### src/rtl/frequency_regulator.sv
// frequency_regulator: steers a ring-oscillator divisor until the divided period lies in [fmax, fmin] clk cycles.
// Latency: ring_clk edge -> co 4 clk, -> co_passed_flipflop 5 clk, -> increment/decrement/adjusteddiv 6 clk.
// Backpressure: none; measurement is free-running and every output is a registered pulse or level.
// Option: FREQ_REG_LOCK_EN freezes the divisor after the first in-band measurement until init returns to 0.
module frequency_regulator (
  input  logic       clk_frequency,
  input  logic       rst_frequency,
  input  logic [7:0] fmax,
  input  logic [7:0] fmin,
  input  logic [7:0] setperiod,
  input  logic       ring_clk,
  input  logic       init,
  output logic       co,
  output logic       co_passed_flipflop,
  output logic       increment,
  output logic       decrement,
  output logic [7:0] final_sett,
  output logic [7:0] adjusteddiv
);

  logic       sync1;
  logic       sync2;
  logic       sync2_d;
  logic       ring_edge;
  logic       armed;
  logic       active;
  logic       first_done;
  logic [7:0] dcnt;
  logic [7:0] pcnt;
  logic [7:0] meas;
  logic [7:0] div_eff;
  logic       too_slow;
  logic       too_fast;
  logic       adjust_en;
  logic       hold;

  // The divider only runs once init has been seen low after reset, so a
  // zero divisor straight out of reset never clocks the loop.
  assign active    = init & armed;
  assign div_eff   = (adjusteddiv == 8'd0) ? 8'd1 : adjusteddiv;
  assign meas      = pcnt;
  assign too_slow  = (meas > fmin);
  assign too_fast  = (meas < fmax);
  assign adjust_en = active & co_passed_flipflop & first_done & ~hold;

`ifdef FREQ_REG_LOCK_EN
  logic locked;

  // Latch lock on the first in-band measurement; released only by idle.
  always_ff @(posedge clk_frequency or negedge rst_frequency) begin
    if (!rst_frequency) begin
      locked <= 1'b0;
    end else if (!init) begin
      locked <= 1'b0;
    end else if (adjust_en && !too_slow && !too_fast) begin
      locked <= 1'b1;
    end
  end

  assign hold = locked;
`else
  assign hold = 1'b0;
`endif

  // Two-flop synchroniser on the asynchronous oscillator, then a registered rising-edge detect.
  always_ff @(posedge clk_frequency or negedge rst_frequency) begin
    if (!rst_frequency) begin
      sync1     <= 1'b0;
      sync2     <= 1'b0;
      sync2_d   <= 1'b0;
      ring_edge <= 1'b0;
    end else begin
      sync1     <= ring_clk;
      sync2     <= sync1;
      sync2_d   <= sync2;
      ring_edge <= sync2 & ~sync2_d;
    end
  end

  // Arm the divider once init has been low for a cycle after reset.
  always_ff @(posedge clk_frequency or negedge rst_frequency) begin
    if (!rst_frequency) begin
      armed <= 1'b0;
    end else if (!init) begin
      armed <= 1'b1;
    end
  end

  // Divider: wraps on the divisor's terminal count. The >= guards against a
  // divisor that shrank below the running count.
  always_ff @(posedge clk_frequency or negedge rst_frequency) begin
    if (!rst_frequency) begin
      dcnt <= 8'd0;
      co   <= 1'b0;
    end else if (!active) begin
      dcnt <= 8'd0;
      co   <= 1'b0;
    end else if (ring_edge) begin
      if (dcnt >= div_eff - 8'd1) begin
        dcnt <= 8'd0;
        co   <= 1'b1;
      end else begin
        dcnt <= dcnt + 8'd1;
        co   <= 1'b0;
      end
    end else begin
      co <= 1'b0;
    end
  end

  // Measurement strobe is simply co one cycle later.
  always_ff @(posedge clk_frequency or negedge rst_frequency) begin
    if (!rst_frequency) begin
      co_passed_flipflop <= 1'b0;
    end else begin
      co_passed_flipflop <= co;
    end
  end

  // Period counter: saturating, restarted at 1 on each strobe so the next
  // strobe sees exactly the number of clk cycles between strobes.
  always_ff @(posedge clk_frequency or negedge rst_frequency) begin
    if (!rst_frequency) begin
      pcnt <= 8'd0;
    end else if (!active) begin
      pcnt <= 8'd0;
    end else if (co_passed_flipflop) begin
      pcnt <= 8'd1;
    end else if (pcnt != 8'hFF) begin
      pcnt <= pcnt + 8'd1;
    end
  end

  // The first strobe after enabling has no preceding reference, so it only sets this flag.
  always_ff @(posedge clk_frequency or negedge rst_frequency) begin
    if (!rst_frequency) begin
      first_done <= 1'b0;
    end else if (!active) begin
      first_done <= 1'b0;
    end else if (co_passed_flipflop) begin
      first_done <= 1'b1;
    end
  end

  // Adjust rule: step the divisor toward the band, record it once in band.
  always_ff @(posedge clk_frequency or negedge rst_frequency) begin
    if (!rst_frequency) begin
      adjusteddiv <= 8'd0;
      final_sett  <= 8'd0;
      increment   <= 1'b0;
      decrement   <= 1'b0;
    end else begin
      increment <= 1'b0;
      decrement <= 1'b0;
      if (!init) begin
        adjusteddiv <= (setperiod == 8'd0) ? 8'd1 : setperiod;
      end else if (adjust_en) begin
        if (too_slow) begin
          decrement <= 1'b1;
          if (adjusteddiv > 8'd1) begin
            adjusteddiv <= adjusteddiv - 8'd1;
          end
        end else if (too_fast) begin
          increment <= 1'b1;
          if (adjusteddiv != 8'hFF) begin
            adjusteddiv <= adjusteddiv + 8'd1;
          end
        end else begin
          final_sett <= adjusteddiv;
        end
      end
    end
  end

endmodule

### config.mk
export PLATFORM = sky130hd
export DESIGN_NAME = frequency_regulator
export DESIGN_NICKNAME = d
export VERILOG_FILES = /design/src/rtl/frequency_regulator.sv
export SDC_FILE = /design/constraint.sdc
export NUM_CORES = 1
export LEC_CHECK = 0
export ABC_CLOCK_PERIOD_IN_PS = 3100
export BUFFER_PORTS_ARGS = -buffer_cell sky130_fd_sc_hd__buf_4
export CORE_UTILIZATION = 51
export CTS_CLUSTER_DIAMETER = 50
export DETAILED_ROUTE_END_ITERATION = 16
export PLACE_DENSITY = 0.77
export SLEW_MARGIN = 30
export SYNTH_ARGS = -nofsm -noshare
export SYNTH_HDL_FRONTEND = slang
export SYNTH_SLANG_ARGS = --single-unit
### constraint.sdc
create_clock -name clk_frequency -period 3.1 [get_ports clk_frequency]
set_input_delay 0.465 -clock clk_frequency [delete_from_list [all_inputs] [get_ports clk_frequency]]
set_output_delay 0.465 -clock clk_frequency [all_outputs]
set_load 0.05 [all_outputs]
# --- Word level (Yosys, flattened, before mapping) ---
# Index checks and enable logic that the tools add are counted.
# W data, S select, Z words.
word_totals:
  ff_bits: 42
  latchBits: 0
  ramBits: 0
  romBits: 0
  inputBits: 28
  out_inout_bits: 20
  elab_cells: 69
  memories: 0
op_classes:
  addsub: 5
  n_mul: 0
  div_mod_pow: 0
  magnitude_cmp: 4
  eq_ne: 9
  shifts: 0
  muxes: 26
  n_bitwise: 7
  n_reduce_logical: 4
ops:
  columns: ["operator", "n"]
  rows:
  - ["$mux W8", 14]
  - ["$add A8 B1 Y8 const B", 3]
  - ["$logic_not A8 Y1", 2]
  - ["$ne A8 B8 Y1 const B", 2]
  - ["$sub A8 B1 Y8 const B", 2]
  - ["$mux W1", 12]
  - ["$ge A8 B8 Y1", 1]
  - ["$gt A8 B1 Y1 const B", 1]
  - ["$gt A8 B8 Y1", 1]
  - ["$lt A8 B8 Y1", 1]
  - ["$reduce_and A4 Y1", 2]
  - ["$ne A3 B1 Y1 const B", 2]
  - ["$ne A3 B2 Y1 const B", 2]
  - ["$and A1 B1 Y1", 4]
  - ["$ne A2 B2 Y1 const B", 2]
  - ["$not A1 Y1", 3]
  - ["$ne A2 B1 Y1 const B", 1]

# --- Depth between registers and ports, before layout ---
# Gate-level depths: netlist (run 1).
depth:
  word_depth: 7
  mapped_depth: 15
  mapped_depth_nobuf: 15

# --- Worst setup path after synthesis (run 1) ---
# OpenSTA, ideal clock, no wires.
synth_timing:
  path_kind: "reg-to-reg"
  from: "register adjusteddiv[5]"
  to: "register dcnt[7]"
  setup_ps: 83
  arrival_time_ps: 3265
  required_ps: 3017
  setup_slack_ps: -248
  path_stages_with_launch: 16
  n_path_buf: 1
  period_less_slack_ps: 3348
  cell_sequence: "dfrtp_1 clkbuf_1 nor4_2 nand3_1 nand2_1 ha_1 nand2_1 xor2_1 ha_1 a21o_1 a21o_1 a21o_1 nor2_1 o21ai_1 or3_1 o21ai_0"
synth_between:
  elab_chain_len: 7
synth_rtl:
  columns: ["item", "line", "rtl"]
  rows:
  - ["from (decl)", "18", "output logic [7:0] adjusteddiv"]
  - ["from (signal assigned)", "156", "adjusteddiv <= (setperiod == 8'd0) ? 8'd1 : setperiod;"]
  - ["from (signal assigned)", "161", "adjusteddiv <= adjusteddiv - 8'd1;"]
  - ["from (signal assigned)", "166", "adjusteddiv <= adjusteddiv + 8'd1;"]
  - ["$logic_not A8 Y1", "40", "assign div_eff = (adjusteddiv == 8'd0) ? 8'd1 : adjusteddiv;"]
  - ["$mux W8 *", "40", null]
  - ["$sub A8 B1 Y8 *", "99", "if (dcnt >= div_eff - 8'd1) begin"]
  - ["$ge A8 B8 Y1 *", "99", null]
  - ["$mux W8 *", "99", null]
  - ["$mux W8 *", "98", "end else if (ring_edge) begin"]
  - ["$mux W8 *", "95", "end else if (!active) begin"]
  - ["to (signal assigned)", "103", "dcnt <= dcnt + 8'd1;"]
  - ["to (decl)", "28", "logic [7:0] dcnt;"]
# Every way passes the cells marked *; elsewhere a longest branch is shown, timed or not. The select of a mux whose other input is x is not followed.
# A chain may end at the register's enable or synchronous reset.

# --- Worst setup path in the final report (run 1) ---
layout_timing:
  from: "register adjusteddiv[0]"
  to: "register dcnt[4]"
# The elaborated chain is that of the path after synthesis.

==> impl_summary.log, run 1 <==
INFO  metric outcome = complete, no violations
INFO  metric critPathTopFamily = simple AND/OR/NAND/NOR gates
INFO  metric synth_simple_gate_area_share = 20.7%
INFO  metric die_h = 75.4 µm
INFO  metric area_growth = 22.9%
INFO  metric power.density = 352 nW/µm²
INFO  metric synth.avg_cell_area = 9.25 µm²
INFO  metric area_occupied_by_multi_input_gates = 1610 µm²
INFO  metric switching_power_share_of_the_total = 29.9%
INFO  metric drc = 0
INFO  metric main_combinational_cell_family_by_area_after_synthesis = simple AND/OR/NAND/NOR gates
INFO  metric postPlaceCellArea = 3240 µm²
INFO  metric layout_min_cycle_time = 2.97 ns
INFO  metric yosys-mux-area-fraction = 6.61%
INFO  metric setup.worst_path.end_class = register
INFO  metric post-place-ws = 0.103 ns
INFO  metric post-route-period-util = 95.9%
INFO  metric synth_cell_types = 44
INFO  metric clock_transition_at_path_regs = 0.08 ns
INFO  metric synth-edff-count = 0
INFO  metric synth-seq-cells = 42
INFO  metric antenna_found_initial = 0
INFO  metric cts_root_buf = clkbuf_8
INFO  metric cts-hold-fix-buffers = 0
INFO  metric final_cell_area = 3380 µm²
INFO  metric grt_start_max_net_pins = 43
INFO  metric placed_cells = 415
INFO  metric ant_nets = 0
INFO  metric fin_ws = 0.126 ns
INFO  metric largest_driver_fanout_on_the_critical_path = 8
INFO  metric layoutNonFillerInstCount = 426
INFO  metric combinationalPowerShare = 21.8%
INFO  metric drv_slew = 0
INFO  metric netSwitchingPower = 355 µW
INFO  metric floorplan.die_area = 5680 µm²
INFO  metric clock_sink_count = 42
INFO  metric number_of_global_route_vias_before_repair = 2047
INFO  metric critical-path-max-stage-delay = 0.41 ns
INFO  metric routabilityCongestion = 0.903
INFO  metric synthCells = 297
INFO  metric power.leakage = 1.71 nW
INFO  metric timing.max_cap.violations = 0
INFO  metric synthXorXnorAreaFrac = 2.87%
INFO  metric finalSetupViolations = 0
INFO  metric chipWidth = 75.4 µm
INFO  metric relSlewSlack = 64.8%
INFO  metric global_route_wire_length_before_repair = 9470 µm
INFO  metric start_kind = register
INFO  metric drt_iter0_markers = 163
INFO  metric layout.filler_cells = 450
INFO  metric cts_tree = yes
INFO  metric floorplan.io_pins = 48
INFO  metric worst_pin_slew = 0.528 ns
INFO  metric hold_fails_final_rpt = 0
INFO  metric hpwlAfterDp = 4420 µm
INFO  metric seqPwrFrac = 49.2%
INFO  metric start_util = 53.4%
INFO  metric clock_insertion_delay_worst_skew = 0.29 ns
INFO  metric arrival = 3.20 ns
INFO  metric ys_async_sr_fraction = 100%
INFO  metric critical-path-top-cell-by-count = a21o_1
INFO  metric worstPathCellList = or3_4 > or3_4 > and2b_1 > xnor2_1 > ha_1 > a21o_1 > a21o_1 > a21o_1 > nor2_4 > o21ai_4 > or3_1 > o21ai_1
INFO  metric max_freq = 336 MHz
INFO  metric internal-power = 832 µW
INFO  metric cell_area_after_synthesis = 2750 µm²
INFO  metric cts-buffers-inserted = 5
INFO  metric detail_route.wl_per_cell = 13.6 µm
INFO  metric clkPwrFrac = 29.0%
INFO  metric register_area_share_after_synthesis = 38.3%
INFO  metric finish.utilization = 65.7%
INFO  metric worst-setup-path-type = register to register
INFO  metric crit_buf_inv = 0
INFO  metric clock_tree.htree_level_count = 2
INFO  metric placement.io_buffers = 47
INFO  metric grtUsageTotal = 22.2%
INFO  metric hold_path_class = primary input to asynchronous set/reset pin
INFO  metric totalWireLength = 5790 µm
INFO  metric synth_fp_nets = 354
INFO  metric grt_overflow = 0
INFO  metric fp-row-count = 26
INFO  metric worstPathRequired = 3.32 ns
INFO  metric drt-vias-per-instance = 5.46
INFO  metric finClkSkew = 0.00573 ns
INFO  metric register_cell_area_after_layout = 1060 µm²
INFO  metric ys.flop_type = dfrtp_1
INFO  metric fraction_of_the_mapped_netlist_area_in_compound_gates = 13.7%
INFO  metric dr.pass1.iters = 5
INFO  metric design_power_total = 1.19 mW
INFO  metric final_layout_size_suffix_gt1_share = 25.8%
INFO  metric synth-warning-count = 0
INFO  metric design.core.area = 5140 µm²
INFO  metric crit_slowest_cell = dfrtp_2
INFO  metric via_count = 2324
INFO  metric num_antenna_cells = 0
INFO  metric adder_cell_share_of_the_synthesized_area = 13.2%
INFO  metric finish.net_count = 412
INFO  metric max-clock-path-buffers = 2
INFO  metric max-vdd-ir-drop = 263 µV
-- through the flow --
step	hold WS, ns	TNS, ns
after floorplan	0.169	-0.0365
after global placement	0.333	0
after detailed placement	0.341	0
after CTS	0.168	0
after global routing	0.197	-0.00878
final	0.145	0
-- path summary, 6_finish.rpt --
kind	slack, ns	to	cells past startpoint	startpoint
setup / recovery	0.13	dcnt[4]	12	adjusteddiv[0]
hold / removal	0.15	adjusteddiv[3]	1	rst_frequency
setup reg to reg	0.13	dcnt[4]	12	adjusteddiv[0]
hold reg to reg	0.35	sync2	0	sync1
max in group asynchronous	2.57	adjusteddiv[1]	1	rst_frequency
min in group clk_frequency	0.28	sync1	1	ring_clk
-- layer usage --
metal  part of all wire, %  vias up  wire length (µm)  GRT usage (%)
met5                     0        -                 0              0
met3                   5.7        7               328           3.31
met4                   1.2        0                69           7.41
li1                      -     1182                 -              -
met1                    49     1064              2820           33.1
met2                    44       71              2580           33.2
-- cell families (layout without fill, tap and decap cells) --
family / Yosys count / count (layout)
and+or+nand+nor: 108 / 108
muxes: 17 / 17
adders and majority gates: 29 / 29
AOI/OAI and AO/OA: 60 / 60
DFF: 42 / 42
xor gates and xnor gates: 9 / 9
buffers and inverters: 32 / 91
-- cell type report --
type	count	share of cell area, %
Sequential cell	42	31.3
Inverter	23	2.56
Clock buffer	6	2.15
Tap cell	70	2.59
Timing Repair Buffer	60	13.3
Clock inverter	2	0.408
Multi-Input combinational cell	223	47.6
-- flip-flops by register name, summed over array words and instances (netlist names) --
register,flops
dcnt,8
sync2_d,1
sync2,1
final_sett,8
decrement,1
increment,1
meas,8
sync1,1
ring_edge,1
co_passed_flipflop,1
adjusteddiv,8
co,1
first_done,1
armed,1
-- power groups by stage --
| stage | Combinational (mW) | Sequential, mW | Clock [mW] |
|---|---|---|---|
| finish | 0.259 | 0.584 | 0.344 |
| global route | 0.288 | 0.587 | 0.375 |
| CTS | 0.253 | 0.584 | 0.355 |
| detailed placement | 0.252 | 0.595 | 0 |
| global placement | 0.247 | 0.594 | 0 |
| floorplan | 0.121 | 0.626 | 0 |
-- synthesized netlist by cell type, types with 7 or more instances --
master	instances	area, µm²
mux2_2	9	101
mux2i_1	8	80.1
a31oi_1	10	62.6
nor2_1	30	113
o21ai_0	14	70.1
nand2_1	18	67.6
a21oi_1	13	65.1
nand3_1	13	65.1
inv_1	23	86.3
dfrtp_1	42	1050
or3_1	9	56.3
ha_1	29	363
clkbuf_1	7	26.3
-- cells in the final DEF (no fill, tap or decap), types with 4 or more instances in the layout --
cell type / Yosys / routed
dfrtp_1: 42 / 37
a21o_1: 6 / 6
o21ai_1: 2 / 4
dfrtp_2: 0 / 5
mux2_2: 9 / 9
or3_1: 9 / 9
nand4_1: 6 / 6
buf_4: 0 / 60
nand2b_1: 4 / 4
nor2_1: 30 / 29
ha_1: 29 / 28
mux2i_1: 8 / 8
xnor2_1: 5 / 5
clkbuf_8: 0 / 5
xor2_1: 4 / 4
nand2_1: 18 / 18
nand3_1: 13 / 13
nor3_1: 6 / 6
a21oi_1: 13 / 13
o21ai_0: 14 / 11
a31oi_1: 10 / 10
inv_1: 23 / 23
-- repair_timing --
item                       CTS  global route
setup endpoints to repair    0             7
setup buffers                0             3
gates resized for setup      0             7
Note: power is estimated with default switching activity, not from simulation.
==> inputs of run 2 (changes only) <==
--- a/config.mk
+++ b/config.mk
@@ -5,12 +5,12 @@
 export SDC_FILE = /design/constraint.sdc
 export NUM_CORES = 1
 export LEC_CHECK = 0
-export ABC_CLOCK_PERIOD_IN_PS = 3100
+export ABC_CLOCK_PERIOD_IN_PS = 3500
 export BUFFER_PORTS_ARGS = -buffer_cell sky130_fd_sc_hd__buf_4
-export CORE_UTILIZATION = 51
+export CORE_UTILIZATION = 55
 export CTS_CLUSTER_DIAMETER = 50
 export DETAILED_ROUTE_END_ITERATION = 16
-export PLACE_DENSITY = 0.77
+export PLACE_DENSITY = 0.79
 export SLEW_MARGIN = 30
 export SYNTH_ARGS = -nofsm -noshare
 export SYNTH_HDL_FRONTEND = slang
==> constraint.sdc (replaced) <==
create_clock -name clk_frequency -period 3.5 [get_ports clk_frequency]
set_input_delay 0.525 -clock clk_frequency [delete_from_list [all_inputs] [get_ports clk_frequency]]
set_output_delay 0.525 -clock clk_frequency [all_outputs]
set_load 0.05 [all_outputs]
==> impl_summary.log, run 2 (synthesized netlist as in run 1, its figures left out) <==
INFO  metric outcome = complete, no violations
INFO  metric die_h = 72.7 µm (-3.6%)
INFO  metric layout.filler_cells = 393 (-13%)
INFO  metric area_growth = 21.0%
INFO  metric netSwitchingPower = 321 µW (-9.8%)
INFO  metric largest_driver_fanout_on_the_critical_path = 8 (unchanged)
INFO  metric totalWireLength = 5860 µm (+1.3%)
INFO  metric timing.rr.start = adjusteddiv[1]
INFO  metric layout_min_cycle_time = 3.23 ns (+0.259 ns)
INFO  metric max-vdd-ir-drop = 214 µV (-19%)
INFO  metric floorplan.die_area = 5280 µm² (-7.1%)
INFO  metric design_power_total = 1.12 mW (-5.5%)
INFO  metric drt-vias-per-instance = 5.53 (+1.5%)
INFO  metric post-route-period-util = 92.4% (-3.6 points)
INFO  metric postPlaceCellArea = 3210 µm² (-1.0%)
INFO  metric cts-hold-fix-buffers = 0 (unchanged)
INFO  metric drc = 0 (unchanged)
INFO  metric setup.worst_path.end_class = register
INFO  metric worst-setup-path-type = register to register
INFO  metric fp-row-count = 25 (-3.8%)
INFO  metric max-clock-path-buffers = 2 (unchanged)
INFO  metric hpwlAfterDp = 4480 µm (+1.3%)
INFO  metric crit_slowest_cell = dfrtp_1
INFO  metric clock_tree.htree_level_count = 2 (unchanged)
INFO  metric routabilityCongestion = 0.911 (+0.89%)
INFO  metric clkPwrFrac = 34.4% (+5.4 points)
INFO  metric max_freq = 309 MHz (-8.0%)
INFO  metric power.leakage = 1.69 nW (-0.95%)
INFO  metric placement.io_buffers = 47 (unchanged)
INFO  metric clock_transition_at_path_regs = 0.09 ns (about the same)
INFO  metric global_route_wire_length_before_repair = 9670 µm (+2.0%)
INFO  metric final_common_cell = buf_4
INFO  metric number_of_global_route_vias_before_repair = 2101 (+2.6%)
INFO  metric worstPathCellList = or3_4 > or3_4 > and2b_1 > xnor2_1 > ha_1 > a21o_1 > a21o_1 > a21o_1 > nor2_1 > o21ai_1 > or3_1 > o21ai_0
INFO  metric seqPwrFrac = 46.1% (-3.1 points)
INFO  metric critical-path-max-stage-delay = 0.47 ns (+0.06 ns)
INFO  metric timing.max_cap.violations = 0 (unchanged)
INFO  metric ff_to_ff_path_depth = 12 (unchanged)
INFO  metric finClkSkew = 0.00763 ns (+0.00189 ns)
INFO  metric rr_endpoint = dcnt[4]
INFO  metric postCtsSetupBuffers = 0 (unchanged)
INFO  metric antenna_found_initial = 0 (unchanged)
INFO  metric crit_buf_inv = 0 (unchanged)
INFO  metric fin_setup_tns = 0 ns (unchanged)
INFO  metric via_count = 2319 (-0.22%)
INFO  metric post-place-ws = 0.309 ns (+0.207 ns)
INFO  metric layoutNonFillerInstCount = 419 (-1.6%)
INFO  metric cts_tree = yes
INFO  metric hold_path_class = primary input to asynchronous set/reset pin
INFO  metric combinationalPowerShare = 19.5% (-2.3 points)
INFO  metric num_antenna_cells = 0 (unchanged)
INFO  metric finish.utilization = 69.9% (+4.2 points)
INFO  metric finalSetupViolations = 0 (unchanged)
INFO  metric internal-power = 801 µW (-3.7%)
INFO  metric worstPathRequired = 3.72 ns (+0.40 ns)
INFO  metric start_kind = register
INFO  metric clock_insertion_delay_worst_skew = 0.30 ns (about the same)
INFO  metric cts-buffers-inserted = 5 (unchanged)
INFO  metric power.density = 338 nW/µm² (-4.0%)
INFO  metric drv_slew = 0 (unchanged)
INFO  metric hold_slack = 0.182 ns (+0.0363 ns)
INFO  metric placed_cells = 411 (-0.96%)
INFO  metric worst_pin_slew = 0.520 ns (-0.00872 ns)
INFO  metric floorplan.io_pins = 48 (unchanged)
INFO  metric grt_overflow = 0 (unchanged)
INFO  metric detail_route.wl_per_cell = 14.0 µm (+3.0%)
INFO  metric critical-path-top-cell-by-count = a21o_1
INFO  metric cts_root_buf = clkbuf_8
INFO  metric arrival = 3.45 ns (+0.25 ns)
INFO  metric chipWidth = 72.7 µm (-3.6%)
INFO  metric critPathTopFamily = simple AND/OR/NAND/NOR gates
INFO  metric hold_fails_final_rpt = 0 (unchanged)
INFO  metric layout_common_cells = buf_4, dfrtp_1, nor2_1
INFO  metric dr.pass1.iters = 4 (-1)
INFO  metric relSlewSlack = 65.4% (+0.58 points)
INFO  metric ant_nets = 0 (unchanged)
INFO  metric setup_repair_after_global_routing_missed_its_margin = no
INFO  metric clock_sink_count = 42 (unchanged)
INFO  metric finish.net_count = 408 (-0.97%)
INFO  metric final_layout_size_suffix_gt1_share = 22.7% (-3.1 points)
INFO  metric design.core.area = 4750 µm² (-7.5%)
INFO  metric grtUsageTotal = 23.9% (+1.7 points)
INFO  metric drt_iter0_markers = 139 (-15%)
INFO  metric rrSetupSlack = 0.27 ns (+0.14 ns)
INFO  metric fin_ws = 0.267 ns (+0.141 ns)
INFO  metric cts_resized = 0 (unchanged)
INFO  metric switching_power_share_of_the_total = 28.6% (-1.4 points)
INFO  metric start_util = 57.8% (+4.3 points)
INFO  metric grt_start_max_net_pins = 43 (unchanged)
INFO  metric final_cell_area = 3320 µm² (-1.6%)
-- run 2: cell count changes in the layout (fill, tap and decap cells not counted), moves of 2 or more --
cell / before / now
o311ai_0: 0 / 2
o21ai_0: 11 / 14
o21ai_1: 4 / 2
buf_4: 60 / 56
dfrtp_1: 37 / 42
o311ai_1: 2 / 0
clkinvlp_4: 0 / 2
dfrtp_2: 5 / 0
-- run 2: final cells by class --
cell class	instances	area (µm²)	area share, %
multi-input combinational	223	1570	47.2
sequential	42	1050	31.6
timing repair buffer	56	420	12.7
inverter	23	86.3	2.60
tap	67	83.8	2.52
clock buffer	5	68.8	2.07
clock inverter	3	45.0	1.36
-- run 2: worst max path at each step --
stage | start | end | slack, ns | depth (start not counted)
2_1_floorplan | adjusteddiv[5] | dcnt[7] | 0.15 | 15
3_3_place_gp | adjusteddiv[1] | dcnt[3] | 0.40 | 12
3_5_place_dp | adjusteddiv[1] | dcnt[4] | 0.31 | 12
4_1_cts | adjusteddiv[1] | dcnt[4] | 0.25 | 12
5_1_grt | adjusteddiv[0] | dcnt[3] | 0.001 | 14
6_report | adjusteddiv[1] | dcnt[4] | 0.27 | 12
-- run 2: power groups by stage --
| stage | Combinational, mW | Clock [mW] | Sequential [mW] |
|---|---|---|---|
| floorplan | 0.105 | 0 | 0.553 |
| global placement | 0.212 | 0 | 0.526 |
| detailed placement | 0.218 | 0 | 0.526 |
| CTS | 0.221 | 0.395 | 0.517 |
| global route | 0.242 | 0.410 | 0.519 |
| finish | 0.219 | 0.386 | 0.517 |
-- run 2: routing by layer --
layer,up-vias,share of wire [%],GRT usage [%]
li1,1176,-,-
met4,0,1.5,7.19
met1,1088,47,32.7
met2,47,47,38.5
met5,-,0,0
met3,8,4.0,4.83
